`config.mk`:
```
export PLATFORM = sky130hd
export DESIGN_NAME = retire_trace_buffer
export DESIGN_NICKNAME = d
export VERILOG_FILES = /design/src/rtl/retire_trace_buffer.sv
export SDC_FILE = /design/constraint.sdc
export NUM_CORES = 1
export LEC_CHECK = 0
export BUFFER_PORTS_ARGS = -buffer_cell sky130_fd_sc_hd__buf_2
export CELL_PAD_IN_SITES_DETAIL_PLACEMENT = 1
export CELL_PAD_IN_SITES_GLOBAL_PLACEMENT = 1
export CORE_MARGIN = 2
export CORE_UTILIZATION = 55
export DETAILED_ROUTE_END_ITERATION = 10
export PLACE_DENSITY = 0.81
export SLEW_MARGIN = 0
export SYNTH_ARGS = -nofsm -noshare
export SYNTH_HDL_FRONTEND = slang
export SYNTH_SLANG_ARGS = --single-unit
```
`constraint.sdc`:
```
create_clock -name clk -period 37.2 [get_ports clk]
set_input_delay 9.3 -clock clk [delete_from_list [all_inputs] [get_ports clk]]
set_output_delay 9.3 -clock clk [all_outputs]
set_load 0.03 [all_outputs]
```
`src/rtl/retire_trace_buffer.sv`:
```
// Retirement-trace recorder. Captures register writes, loads, stores and
// halt from the MEM/WB boundary into a circular buffer stamped with the
// cycle number, and exposes the oldest entry show-ahead on a valid/ready
// drain port. Full policy (drop new / overwrite oldest) is set by MODE.
module retire_trace_buffer #(
  parameter int DATA_W = 16,
  parameter int REG_W  = 4,
  parameter int DEPTH  = 8,
  parameter int CNT_W  = 32,
  parameter int MODE   = 0
) (
  input  logic                     clk,
  input  logic                     rst_n,
  input  logic                     clear,
  input  logic                     en,
  input  logic                     reg_write,
  input  logic [REG_W-1:0]         reg_id,
  input  logic [DATA_W-1:0]        reg_data,
  input  logic                     mem_read,
  input  logic                     mem_write,
  input  logic [DATA_W-1:0]        mem_addr,
  input  logic [DATA_W-1:0]        mem_rdata,
  input  logic [DATA_W-1:0]        mem_wdata,
  input  logic                     halt,
  output logic                     rd_valid,
  input  logic                     rd_ready,
  output logic [3:0]               rd_flags,
  output logic [REG_W-1:0]         rd_reg,
  output logic [DATA_W-1:0]        rd_reg_data,
  output logic [DATA_W-1:0]        rd_mem_addr,
  output logic [DATA_W-1:0]        rd_mem_data,
  output logic [CNT_W-1:0]         rd_cycle,
  output logic [$clog2(DEPTH):0]   count,
  output logic [CNT_W-1:0]         cycle_count,
  output logic [CNT_W-1:0]         inst_count,
  output logic [CNT_W-1:0]         drop_count,
  output logic                     overflow,
  output logic                     proto_err,
  output logic                     halted
);

  localparam int AW = $clog2(DEPTH);
  localparam logic [AW:0] FULL_CNT = (AW+1)'(DEPTH);

  // One trace record; flags are {halt, store, load, reg_write}.
  typedef struct packed {
    logic [3:0]        flags;
    logic [REG_W-1:0]  regId;
    logic [DATA_W-1:0] regData;
    logic [DATA_W-1:0] memAddr;
    logic [DATA_W-1:0] memData;
    logic [CNT_W-1:0]  cycle;
  } entry_t;

  entry_t      mem [DEPTH];
  entry_t      newEntry;
  entry_t      head;

  // Pointers carry one extra wrap bit so full and empty are distinguishable.
  logic [AW:0] wrPtr;
  logic [AW:0] rdPtr;

  logic        isLoad;
  logic        isStore;
  logic        memConflict;
  logic        isEvent;
  logic        full;
  logic        pop;
  logic        pushOk;
  logic        overwrite;
  logic        dropEv;
  logic        writeSlot;
  logic        countsInst;

  // A load and a store in the same cycle is illegal; neither is recorded.
  assign memConflict = mem_read & mem_write;
  assign isLoad      = mem_read & ~mem_write;
  assign isStore     = mem_write & ~mem_read;
  assign isEvent     = en & ~halted & (reg_write | isLoad | isStore | halt);
  assign countsInst  = isEvent & (reg_write | isStore | halt);

  assign count    = wrPtr - rdPtr;
  assign full     = (count == FULL_CNT);
  assign rd_valid = (count != '0);
  assign pop      = rd_valid & rd_ready;

  // A same-cycle pop frees the slot, so a push while full only loses data
  // when nothing drains. In overwrite mode the oldest entry is replaced and
  // the head moves past it.
  assign pushOk    = isEvent & (~full | pop);
  assign dropEv    = isEvent & full & ~pop;
  assign overwrite = dropEv & (MODE == 1);
  assign writeSlot = pushOk | overwrite;

  // Record built from what is presented this cycle; memData follows the
  // recorded store flag so a conflict cycle keeps the load-data bus value.
  always_comb begin
    newEntry         = '0;
    newEntry.flags   = {halt, isStore, isLoad, reg_write};
    newEntry.regId   = reg_id;
    newEntry.regData = reg_data;
    newEntry.memAddr = mem_addr;
    newEntry.memData = isStore ? mem_wdata : mem_rdata;
    newEntry.cycle   = cycle_count;
  end

  // Storage array; contents are don't-care until covered by the pointers.
  always_ff @(posedge clk) begin
    if (writeSlot && !clear) mem[wrPtr[AW-1:0]] <= newEntry;
  end

  // Show-ahead head read; outputs are held at zero while the buffer is empty.
  always_comb begin
    head        = mem[rdPtr[AW-1:0]];
    rd_flags    = '0;
    rd_reg      = '0;
    rd_reg_data = '0;
    rd_mem_addr = '0;
    rd_mem_data = '0;
    rd_cycle    = '0;
    if (rd_valid) begin
      rd_flags    = head.flags;
      rd_reg      = head.regId;
      rd_reg_data = head.regData;
      rd_mem_addr = head.memAddr;
      rd_mem_data = head.memData;
      rd_cycle    = head.cycle;
    end
  end

  // Pointer movement; clear wins over capture and pop.
  always_ff @(posedge clk or negedge rst_n) begin
    if (!rst_n) begin
      wrPtr <= '0;
      rdPtr <= '0;
    end else if (clear) begin
      wrPtr <= '0;
      rdPtr <= '0;
    end else begin
      if (writeSlot)        wrPtr <= wrPtr + 1'b1;
      if (pop || overwrite) rdPtr <= rdPtr + 1'b1;
    end
  end

  // Cycle and instruction counters; both freeze once a halt is captured.
  always_ff @(posedge clk or negedge rst_n) begin
    if (!rst_n) begin
      cycle_count <= '0;
      inst_count  <= '0;
    end else if (clear) begin
      cycle_count <= '0;
      inst_count  <= '0;
    end else begin
      if (!halted)    cycle_count <= cycle_count + 1'b1;
      if (countsInst) inst_count  <= inst_count + 1'b1;
    end
  end

  // Loss accounting: saturating drop counter plus sticky overflow.
  always_ff @(posedge clk or negedge rst_n) begin
    if (!rst_n) begin
      drop_count <= '0;
      overflow   <= 1'b0;
    end else if (clear) begin
      drop_count <= '0;
      overflow   <= 1'b0;
    end else if (dropEv) begin
      overflow <= 1'b1;
      if (drop_count != '1) drop_count <= drop_count + 1'b1;
    end
  end

  // Sticky status: protocol error and halt freeze.
  always_ff @(posedge clk or negedge rst_n) begin
    if (!rst_n) begin
      proto_err <= 1'b0;
      halted    <= 1'b0;
    end else if (clear) begin
      proto_err <= 1'b0;
      halted    <= 1'b0;
    end else begin
      if (memConflict)    proto_err <= 1'b1;
      if (isEvent && halt) halted   <= 1'b1;
    end
  end

endmodule
```
==> summary.txt, run 1 <==
Outcome
  – Outcome: finished clean

Clock network
  – Max clock buf depth: 3
  – CTS H-tree depth: 3
  – Skew-Pair Late Insertion Delay: around 0.64 ns
  – CTS tree: built
  – Clock sinks: roughly 810
  – Setup Fix Bufs, Post-CTS: 0
  – Clk slew on worst S/H paths: 0.06 ns
  – Hold Buf Count CTS: 0
  – Root buffer cell: clkbuf_16
  – Number of buffers created by CTS: 83
  – Resized Gates After CTS: 0

Critical path
  – Max stage delay on crit path: 0.86 ns
  – CP endpoint kind: primary output
  – WS Path Type: register to primary output
  – Cell Chain, Critical Path: inv_4, ha_1, and3b_1, or3_1, a21boi_4, buf_4, a21oi_1, buf_2
  – CP max-delay cell: dfrtp_4
  – Crit-path max FO: between 70 and 80
  – Worst EP arrival: 5.14 ns
  – Crit path buf inv count: 3
  – Startpoint types: register
  – CP delay by family, top: buffers and inverters
  – Critical Path RT: between 20 and 30 ns

Route
  – Drt first-iter violations: 1471
  – Drt via density: around 6.2
  – Final ANT Viol Nets: 0
  – TritonRoute pass-1 iters: 5
  – Routed WL: roughly 83 mm
  – DRC errors left: 0
  – Via count: ~19k
  – Per-cell routed wire length: between 20 and 30 µm

GRT
  – Largest net degree at the start of global routing: between 100 and 150
  – Grt total ovfl: 0
  – First-pass GRT wire length: 128 mm
  – GRT Util Overall: a little over a quarter
  – Vias in the first global route: between 20k and 25k
  – Initial antenna violation count: 12

Synth
  – Cell area after synthesis: roughly 0.033 mm²
  – Yosys cell types: 58
  – Synth top area cells: edfxtp_1 64%, mux4_2 12%, dfrtp_1 8.1%, nand2_1 3.0%, a21oi_1 2.0%
  – Syn Inst Count: slightly below 2k
  – Synth async-reset ratio: a little over an eighth
  – Yosys warns: 0
  – Post-synthesis register bit count: around 810
  – Synth Flop Type: edfxtp_1
  – Seq/Total Area, Yosys: 72.5%
  – Number of synthesized flops with an enable pin: ~700
  – Synthesized area per cell: between 15 and 20 µm²
  – Post-Syn Nets: 2026
  – Synth top area share: between 60% and 70%
  – Largest area contributor in the netlist: edfxtp_1

Final layout
  – Most frequent cells in the layout: 704 x edfxtp_1, 266 x buf_2, 262 x nand2_1, 176 x mux4_2, 129 x a21oi_1
  – Share of cells above drive strength 1: about 27%
  – P&R area growth vs syn: 14.0%
  – Most common cell after layout, fill and taps aside: edfxtp_1
  – Filler instances: approximately 5.2k
  – Post-Layout Cell Count: approximately 3.0k
  – Nets@finish: about 2.3k

STA
  – Measured slew at the worst slew-check pin: approximately 1.0 ns
  – Clk_skew: about 0.019 ns
  – Final hold violation count: 0
  – Final Max Slew Viols: 0
  – Setup repair after global routing missed its margin: false
  – Endpoints failing setup: 0
  – Setup ws final: between 20 and 25 ns
  – Slew margin rel.: 30.1%
  – Max Freq: 69.2 MHz
  – Final period utilization: 38.8%
  – Min cycle time layout: 14.44 ns
  – Setup TNS: 0 ns

Place
  – Gpl congestion: roughly 0.77
  – Hpwl dp: 48.4 mm
  – Inst Count DP: ~2.9k
  – Number of I/O port buffers: between 200 and 300
  – Pre-CTS setup slack: ~23 ns

Floorplanning
  – DIE HEIGHT: ~250 µm
  – Initial core utilization: 55.7%
  – IO Count: approximately 270
  – Rows: 89
  – Die area: 0.0617 mm²
  – Core Box Area: 0.0590 mm²
  – Die X: between 200 and 250 µm

Pwr
  – Internal power: between 1500 and 2000 µW
  – Leakage: approximately 0.013 µW
  – VDD IR max: roughly 0.065 mV
  – Switch share: 32.2%
  – Cell Pwr Density: a little under 70 mW/mm²
  – Clk network pwr share: between 30% and 40%
  – NetSw: a little over 800 µW
  – Seq pwr share: 41.1%
  – Comb pwr share: between 20% and 30%
  – Pwr Total: approximately 2500 µW

Worst hold path
  – Hold Crit Class: register to register

Job
  – Max-cap viol count: 0
==> worst paths after layout <==
check                               from               to  slack, ns  depth (start not counted)
worst max-delay path            rdPtr[2]  rd_mem_data[14]      22.76                          8
worst min-delay path            overflow         overflow       0.51                          2
worst max register to register  rdPtr[2]       mem[4][30]      32.08                          8
worst min register to register  overflow         overflow       0.51                          2
max in group asynchronous          rst_n         rdPtr[2]      27.13                          2
min in group asynchronous          rst_n   drop_count[14]       8.71                          1
==> flip-flops by register name, summed over array words and instances, names as in the netlist <==
name	cells
mem	704
cycle_count	32
drop_count	32
inst_count	32
rdPtr	4
wrPtr	4
halted	1
overflow	1
proto_err	1
==> cells in the mapped netlist, drive strengths merged, types with 2 or more instances <==
cell type / instances
edfxtp: 704
nand2: 262
mux4: 176
a21oi: 129
dfrtp: 107
nor2: 74
clkbuf: 73
buf: 68
xnor2: 40
nand3: 38
nor3: 27
nand4: 23
o31ai: 22
or4: 22
and4: 21
nor4: 21
inv: 20
xor2: 17
o21ai: 14
or3: 12
ha: 8
and2: 7
nor2b: 7
mux2i: 6
and3: 5
mux2: 5
a211o: 2
a211oi: 2
a21o: 2
a31o: 2
and3b: 2
nand2b: 2
nand4b: 2
nor4b: 2
or2: 2
==> tightest hold or removal path: cells and delay by family, from the launching register on <==
family	cells	cell delay, ns
flip-flops	1	0.37
buffers and inverters	1	0.05
AO/OA/AOI/OAI	1	0.05
==> kinds of logic after synthesis <==
| family | synth area share (%) |
|---|---|
| flip-flops | 72.5 |
| AND/OR/NAND/NOR | 7.73 |
| multiplexers | 12.4 |
| AO/OA/AOI/OAI | 3.14 |
| buffers and inverters | 2.36 |
| XOR/XNOR | 1.52 |
| adder cells (fa/ha/maj) | 0.365 |
==> area by class of cell <==
class                   count  area [µm²]  area share, %
diodes                      8        20.0         0.0534
clock buffers             106        2230           5.94
clock inverters            41         444           1.19
inverters                  21        81.3          0.217
multi-input cells         967        8330           22.2
flip-flops and latches    811       23800           63.6
well taps                 773         967           2.58
repair buffers            295        1560           4.17
==> per-layer routing <==
metal | global-route usage (%) | part of all wire [%] | up-vias
met5 | 0 | 0.072 | -
met2 | 45.3 | 51 | 675
li1 | - | - | 8014
met3 | 5.57 | 6.7 | 197
met1 | 35.9 | 39 | 9855
met4 | 10.5 | 3.3 | 10
==> metrics by stage <==
stage               instance area (µm²)  util (%)  hold slack [ns]
floorplan                         32900         -            0.540
global placement                  34800      58.9            0.473
detailed placement                34800      58.9            0.498
CTS                               37400      63.4            0.513
global route                      37500      63.5            0.534
finish                            37500      63.5            0.509
==> power by group through the flow <==
stage                     Combinational, µW  Clock, µW  Sequential (µW)
after floorplan                         494          0             1040
after global placement                  651          0             1060
after detailed placement                668          0             1060
after CTS                               673        837             1040
after global routing                    706        869             1040
final                                   665        826             1040
Note: power is estimated with default switching activity, not from simulation.
==> inputs of run 2 (changes only) <==
- CORE_UTILIZATION: 55 -> 51
- PLACE_DENSITY: 0.81 -> 0.75
- clock period: 37.2 -> 14 ns (I/O delays scaled with it)
==> run 2 against run 1 <==
Power rose to 2.6 times the previous value. Register-to-register slack got worse by 24 ns. Sequential share of layout area fell by 0.19 points. Sequential cell count did not move. Largest cell class unchanged.
==> summary.txt, run 2 (synthesis results as in run 1) <==
STA
  – Final Max Slew Viols: 0
  – Worst hold margin: 0.511 ns
  – Endpoints failing setup: 0
  – Slew margin rel.: roughly a fifth
  – Setup repair after global routing missed its margin: false
  – Final period utilization: around three fifths
  – Setup TNS: 0 ns
  – Max Freq: around 120 MHz
  – Measured slew at the worst slew-check pin: between 1 and 1.5 ns
  – Min cycle time layout: 8.15 ns
  – Final hold violation count: 0
  – Clk_skew: around 0.026 ns

Clock network
  – CTS H-tree depth: 3
  – Hold Buf Count CTS: 0
  – Number of buffers created by CTS: 84
  – Skew-Pair Late Insertion Delay: 0.63 ns
  – Clk slew on worst S/H paths: ~0.070 ns
  – Resized Gates After CTS: 0
  – Root buffer cell: clkbuf_16
  – CTS tree: built
  – Max clock buf depth: 3
  – Clock sinks: slightly above 800
  – Setup Fix Bufs, Post-CTS: 0

Route
  – Via count: around 19k
  – Final ANT Viol Nets: 0
  – Per-cell routed wire length: around 26 µm
  – DRC errors left: 0
  – TritonRoute pass-1 iters: 5
  – Drt via density: between 5 and 6
  – Routed WL: around 81 mm
  – Drt first-iter violations: about 1.5k

Place
  – Number of I/O port buffers: roughly 270
  – Gpl congestion: ~0.8
  – Hpwl dp: between 40 and 50 mm
  – Inst Count DP: 2950
  – Post-DP Area: about 0.035 mm²

Critical path
  – CP max-delay cell: dfrtp_4
  – WS Path Type: register to primary output
  – Cell Chain, Critical Path: clkinv_2, ha_1, and3b_1, or3_1, a21boi_4, buf_4, a21oi_1, buf_2
  – Worst EP arrival: between 4 and 5 ns
  – Startpoint types: register
  – Crit-path max FO: 49
  – CP endpoint kind: primary output
  – Critical Path RT: approximately 11 ns
  – Max stage delay on crit path: between 0.8 and 0.9 ns

Final layout
  – Most frequent cells in the layout: 704 x edfxtp_1, 266 x buf_2, 262 x nand2_1, 176 x mux4_2, 129 x a21oi_1
  – Layout Utilization: between 50 and 60%
  – Flip-flop count of the largest register after layout: 704
  – Share of cells above drive strength 1: 27.4%
  – Filler instances: roughly 5.8k
  – P&R area growth vs syn: 14.3%
  – Nets@finish: roughly 2.3k
  – Post-Layout Cell Count: 3104
  – Fin area: about 0.038 mm²
  – Most common cell after layout, fill and taps aside: edfxtp_1

Floorplanning
  – Initial core utilization: 51.3%
  – Die X: approximately 260 µm
  – Core Box Area: between 0.06 and 0.07 mm²
  – Die area: between 0.06 and 0.07 mm²
  – Rows: 93
  – IO Count: about 270
  – DIE HEIGHT: between 200 and 300 µm

Worst hold path
  – Hold Crit Class: register to register

Outcome
  – Outcome: finished clean

GRT
  – Initial antenna violation count: 2
  – Vias in the first global route: ~20k
  – First-pass GRT wire length: roughly 120 mm
  – Grt total ovfl: 0
  – GRT Util Overall: 24.8%
  – Largest net degree at the start of global routing: 103

Pwr
  – Comb pwr share: 26.4%
  – Internal power: ~4600 µW
  – Cell Pwr Density: between 150 and 200 mW/mm²
  – Seq pwr share: approximately two fifths
  – VDD IR max: approximately 0.17 mV
  – Leakage: approximately 0.013 µW
  – Switch share: approximately a third
  – NetSw: around 2100 µW
  – Clk network pwr share: between 30% and 40%

Job
  – Max-cap viol count: 0
-- run 2: worst max-delay path: cells and delay by family, from the launching register on --
kind / cells / cell delay, ns
AOI/OAI and AO/OA: 2 / 0.31
adders and majority gates: 1 / 0.58
buffers and inverters: 3 / 1.43
DFF: 1 / 0.89
and+or+nand+nor: 2 / 0.71
-- run 2: path summary, 6_finish.rpt --
path,from,endpoint,slack (ns),cells past startpoint
setup / recovery,rdPtr[2],rd_cycle[4],5.85,8
hold / removal,overflow,overflow,0.51,2
setup reg to reg,rdPtr[2],mem[3][42],8.54,8
hold reg to reg,overflow,overflow,0.51,2
max in group asynchronous,rst_n,inst_count[15],9.80,2
min in group asynchronous,rst_n,drop_count[7],2.91,1
-- run 2: metrics by stage --
step,setup WS (ns),power (µW)
floorplan,0.592,4070
global placement,6.59,4530
detailed placement,6.51,4580
CTS,5.81,6750
global route,5.61,6940
finish,5.85,6690
-- run 2: final cells by class --
class	instances	area, µm²	area share, %
Sequential cell	811	23800	63.4
Inverter	21	80.1	0.213
Clock buffer	110	2370	6.30
Tap cell	855	1070	2.85
Clock inverter	41	322	0.856
Timing Repair Buffer	296	1570	4.18
Antenna cell	3	7.51	0.0200
Multi-Input combinational cell	967	8330	22.2
-- run 2: layer usage --
| layer | global-route usage, % | wire, µm | vias up |
|---|---|---|---|
| met5 | 0 | 0 | - |
| met4 | 7.56 | 2320 | 0 |
| met3 | 4.24 | 4310 | 141 |
| met2 | 42.5 | 42100 | 524 |
| met1 | 32.7 | 32600 | 9865 |
| li1 | - | - | 8010 |
-- run 2: power groups by stage --
stage,Combinational [µW],Clock (µW),Sequential (µW)
global placement,1740,0,2790
finish,1760,2180,2750
global route,1880,2300,2760
detailed placement,1780,0,2800
CTS,1790,2220,2750
floorplan,1310,0,2750
